--- src/rtl/fir_coef_sequencer.sv ---
// Coefficient load sequencer for the FIR core: streams N coefficients into
// the core, waits a settle interval, then opens the sample path.
//
// Ports:
//   clk, rstn        clock, synchronous active-low reset
//   start            pulse: (re)load all N coefficients (IDLE or RUN only)
//   coef_in/valid    coefficient stream in; coef_ready is high in LOAD
//   cload/caddr/cin  registered coefficient write strobe to the core
//   samp_valid_in    upstream sample stream (samp_in)
//   fir_valid_in     registered sample stream to the core (fir_din)
//   busy             LOAD or SETTLE
//   loaded           full coefficient set present, sample path open
//   drop_err         sticky: sample arrived while the path was closed
//   tap_cnt          coefficients accepted in the current load
module fir_coef_sequencer #(
  parameter int M          = 16,
  parameter int N          = 64,
  parameter int AW         = 6,
  parameter int SETTLE_CYC = 2
) (
  input  logic          clk,
  input  logic          rstn,
  input  logic          start,
  input  logic [M-1:0]  coef_in,
  input  logic          coef_valid,
  output logic          coef_ready,
  output logic          cload,
  output logic [AW-1:0] caddr,
  output logic [M-1:0]  cin,
  input  logic          samp_valid_in,
  input  logic [M-1:0]  samp_in,
  output logic          fir_valid_in,
  output logic [M-1:0]  fir_din,
  output logic          busy,
  output logic          loaded,
  output logic          drop_err,
  output logic [AW:0]   tap_cnt
);

  typedef enum logic [1:0] {
    IDLE,
    LOAD,
    SETTLE,
    RUN
  } state_t;

  localparam int SW = $clog2(SETTLE_CYC + 1);
  localparam logic [AW:0]   LAST  = (AW + 1)'(N - 1);
  localparam logic [SW-1:0] SLAST = SW'(SETTLE_CYC - 1);

  state_t        state;
  logic [SW-1:0] scnt;
  logic          hs;
  logic          run;
  logic          restart;

  assign coef_ready = (state == LOAD);
  assign busy       = (state == LOAD) | (state == SETTLE);
  assign run        = (state == RUN);
  assign hs         = coef_valid & coef_ready;
  // start is only honoured when no load is in flight
  assign restart    = start & ((state == IDLE) | run);

  always_ff @(posedge clk) begin
    if (!rstn) begin
      state        <= IDLE;
      scnt         <= '0;
      cload        <= 1'b0;
      caddr        <= '0;
      cin          <= '0;
      fir_valid_in <= 1'b0;
      fir_din      <= '0;
      loaded       <= 1'b0;
      drop_err     <= 1'b0;
      tap_cnt      <= '0;
    end else begin
      cload <= hs;
      if (hs) begin
        caddr   <= tap_cnt[AW-1:0];
        cin     <= coef_in;
        tap_cnt <= tap_cnt + 1'b1;
      end

      fir_valid_in <= samp_valid_in & run;
      if (samp_valid_in & run)
        fir_din <= samp_in;

      // a drop in the same cycle as the clearing start must win
      if (restart)
        drop_err <= 1'b0;
      if (samp_valid_in & ~run)
        drop_err <= 1'b1;

      unique case (state)
        IDLE: begin
          if (start) begin
            state   <= LOAD;
            tap_cnt <= '0;
          end
        end
        LOAD: begin
          if (hs && tap_cnt == LAST) begin
            state <= SETTLE;
            scnt  <= '0;
          end
        end
        SETTLE: begin
          // first SETTLE cycle is the one carrying the last cload
          if (scnt == SLAST) begin
            state  <= RUN;
            loaded <= 1'b1;
          end else begin
            scnt <= scnt + 1'b1;
          end
        end
        RUN: begin
          if (start) begin
            state   <= LOAD;
            loaded  <= 1'b0;
            tap_cnt <= '0;
          end
        end
        default: state <= IDLE;
      endcase
    end
  end

endmodule

--- config.mk ---
export PLATFORM = sky130hd
export DESIGN_NAME = fir_coef_sequencer
export DESIGN_NICKNAME = d
export VERILOG_FILES = /design/src/rtl/fir_coef_sequencer.sv
export SDC_FILE = /design/constraint.sdc
export NUM_CORES = 1
export LEC_CHECK = 0
export ABC_AREA = 1
export CAP_MARGIN = 40
export CORE_ASPECT_RATIO = 0.5
export CORE_MARGIN = 5
export CORE_UTILIZATION = 25
export CTS_BUF_LIST = sky130_fd_sc_hd__clkbuf_8
export CTS_CLUSTER_SIZE = 24
export DETAILED_ROUTE_END_ITERATION = 6
export PLACE_DENSITY_LB_ADDON = 0.08
export SETUP_SLACK_MARGIN = 0.1
export SYNTH_ARGS = -nofsm -noshare
export SYNTH_HDL_FRONTEND = slang
export SYNTH_SLANG_ARGS = --single-unit
--- constraint.sdc ---
create_clock -name clk -period 2.1 [get_ports clk]
set_clock_uncertainty 0.2 [all_clocks]
set_input_delay 0.42 -clock clk [delete_from_list [all_inputs] [get_ports clk]]
set_output_delay 0.42 -clock clk [all_outputs]
set_load 0.005 [all_outputs]
==> impl_metrics.tcl <==
set metrics [dict create \
    grt_use_total 0.117 \
    p_per_area_mw_per_mm2 980 \
    ys_types 26 \
    maxCapViolCount 0 \
    required_ns 1.48 \
    netSwitchingFraction 0.309 \
    first_pass_iters 4 \
    ir_drop_mv 0.468 \
    cts_sinks 53 \
    crit_fanout 4 \
    mostFrequentLayoutCell "clkdlybuf4s50_1" \
    rsz0062_at_grt "false" \
    cts.clk_slew.worst_paths_ns 0.09 \
    leakage_nw 1.20 \
    totalPowerFinal_mw 3.16 \
    ant_nets 0 \
    area_delta_synth_final_pct 57.3 \
    first_global_vias 1849 \
    ys_seq_area_frac 0.517 \
    hold_viol 0 \
    tightest_slew_ns 0.506 \
    end_kind "primary output" \
    routed_wl_um 5850 \
    rrSetupSlack_ns 0.46 \
    postSynthNetCount 302 \
    clock-root-buffer "clkbuf_8" \
    drt_iter0_markers 66 \
    die_h_um 74.0 \
    routed_via_density 4.15 \
    power.switching_mw 0.978 \
    clock_latency_ns 0.30 \
    synth_area_mm2 0.00205 \
    critPathLaunchType "register" \
    cts_buffers 5 \
    drc 0 \
    post-dp-hpwl_um 4450 \
    finalCritPeriodShare 0.903 \
    syn_inst 260 \
    pwr-share-clk 0.228 \
    place_congestion 0.741 \
    finalSetupTns_ns 0 \
    initial_core_util 0.256 \
    core_mm2 0.00800 \
    grt-ovfl-total 0 \
    relSlewSlack 0.662 \
    ys_seq_elements 53 \
    p_seq_frac 0.411 \
    worstHoldPathType "register to register" \
    antenna_found_initial 0 \
    p_int_mw 2.18 \
    vias 1933 \
    clock.fmax_mhz 527 \
    combPwrFrac 0.361 \
    status "finished clean" \
    grt_pass1_wl_um 9540 \
    drv_slew 0 \
    arrival_ns 1.28 \
    finalCriticalPeriod_ns 1.90 \
    die_area_mm2 0.0102 \
    layout.nets 395 \
    layout_common_cells "clkdlybuf4s50_1 (85), nor2_1 (75), dfxtp_1 (51)" \
    num_antenna_cells 0 \
    die_w_um 138 \
    ys.warnings.count 0 \
    tritoncts "done" \
    rows 23 \
    cts_buffer_depth 2 \
    portBuffers 87 \
    grt_start_max_net_pins 27 \
    setup_violations 0 \
    io_pins 88 \
    routedWlPerCell_um 12.6 \
    setup.worst_path.class "register to primary output" \
    synth_area_per_cell_um2 7.89 \
    final_layout_size_suffix_gt1_frac 0.0989 \
    h-tree-depth 2 \
]
## flip-flops by register name, indices dropped and copies added (netlist names)
| signal | cells |
|---|---|
| state | 2 |
| cin | 16 |
| fir_din | 16 |
| tap_cnt | 7 |
| caddr | 6 |
| fir_valid_in | 1 |
| drop_err | 1 |
| cload | 1 |
| loaded | 1 |
| scnt | 2 |
## cells by family (layout without fill, tap and decap cells)
family	after synthesis	in the layout	synth area share
AND/OR/NAND/NOR	109	109	0.226
AO/OA/AOI/OAI	61	61	0.160
flip-flops	53	53	0.517
buffers and inverters	32	126	0.0659
adder cells (fa/ha/maj)	5	5	0.0305
## routing by layer
metal | GRT usage | part of all wire
met1 | 0.148 | 0.48
met2 | 0.193 | 0.46
met3 | 0.0392 | 0.047
met4 | 0.0361 | 0.012
met5 | 0 | 0
## path summary, 6_finish.rpt
path,depth (start not counted),endpoint,start
worst min register to register,2,caddr[2]$_SDFFE_PN0P_,caddr[2]$_SDFFE_PN0P_
worst min-delay path,2,caddr[2]$_SDFFE_PN0P_,caddr[2]$_SDFFE_PN0P_
worst max register to register,8,state[0]$_SDFFE_PN0P_,tap_cnt[0]$_SDFF_PN0_
worst max-delay path,4,busy,state[0]$_SDFFE_PN0P_
## synthesized netlist by cell type
master    instances  area [µm²]
a211oi_1          1        7.51
clkbuf_2          2        10.0
inv_1            21        78.8
a32o_1            1        10.0
buf_4             1        7.51
a21oi_2           3        26.3
inv_6             1        8.76
clkbuf_1          4        15.0
nand4_1           1        6.26
nand2_2           1        6.26
nor3_2            1        10.0
nand3_2           3        30.0
a21oi_1          14        70.1
o21ai_2           1        8.76
or2_1             1        6.26
nor2_1           75         282
buf_2             3        15.0
nand2_4           1        11.3
nor2_4            1        11.3
nand3_1           2        10.0
ha_1              5        62.6
nand2_1          21        78.8
dfxtp_1          53        1060
or2_2             1        6.26
nor2_2            1        6.26
o21ai_0          41         205
## cell type report
type	instances	area, µm²
clock buffers	6	82.6
clock inverters	2	33.8
fillers	867	4770
inverters	22	87.6
multi-input cells	175	880
flip-flops and latches	53	1070
well taps	112	140
repair buffers	96	936
## power by group through the flow
stage	Combinational (mW)	Sequential, mW	Clock, mW
detailed placement	1.12	1.31	0
CTS	1.15	1.30	0.752
floorplan	0.544	1.31	0
finish	1.14	1.30	0.720
global placement	1.11	1.31	0
global route	1.29	1.32	0.798
## metrics by stage
step	setup slack, ns	cell area, µm²	instances	util	hold slack, ns
global route	0.127	3230	466	0.403	0.309
finish	0.203	3230	466	0.403	0.272
detailed placement	0.153	3070	457	0.384	0.267
global placement	0.158	3070	457	0.384	0.260
floorplan	0.585	2050	260	-	0.252
CTS	0.116	3220	465	0.402	0.280
## worst max-delay path, cell delays in order, from the launching register on
cell and delay [ns]:
dfxtp_4 0.37, inv_2 0.05, ha_4 0.26, inv_1 0.04, dlygate4sd2_1 0.25
## timing repair
| item | 4_1_cts | 5_1_grt |
|---|---|---|
| cloned | 0 | 0 |
| hold buffers | 0 | 0 |
| setup endpoints to repair | 2 | 1 |
| resized for setup | 7 | 2 |
| buffers inserted | 0 | 1 |
(Power assumes the default switching activity.)
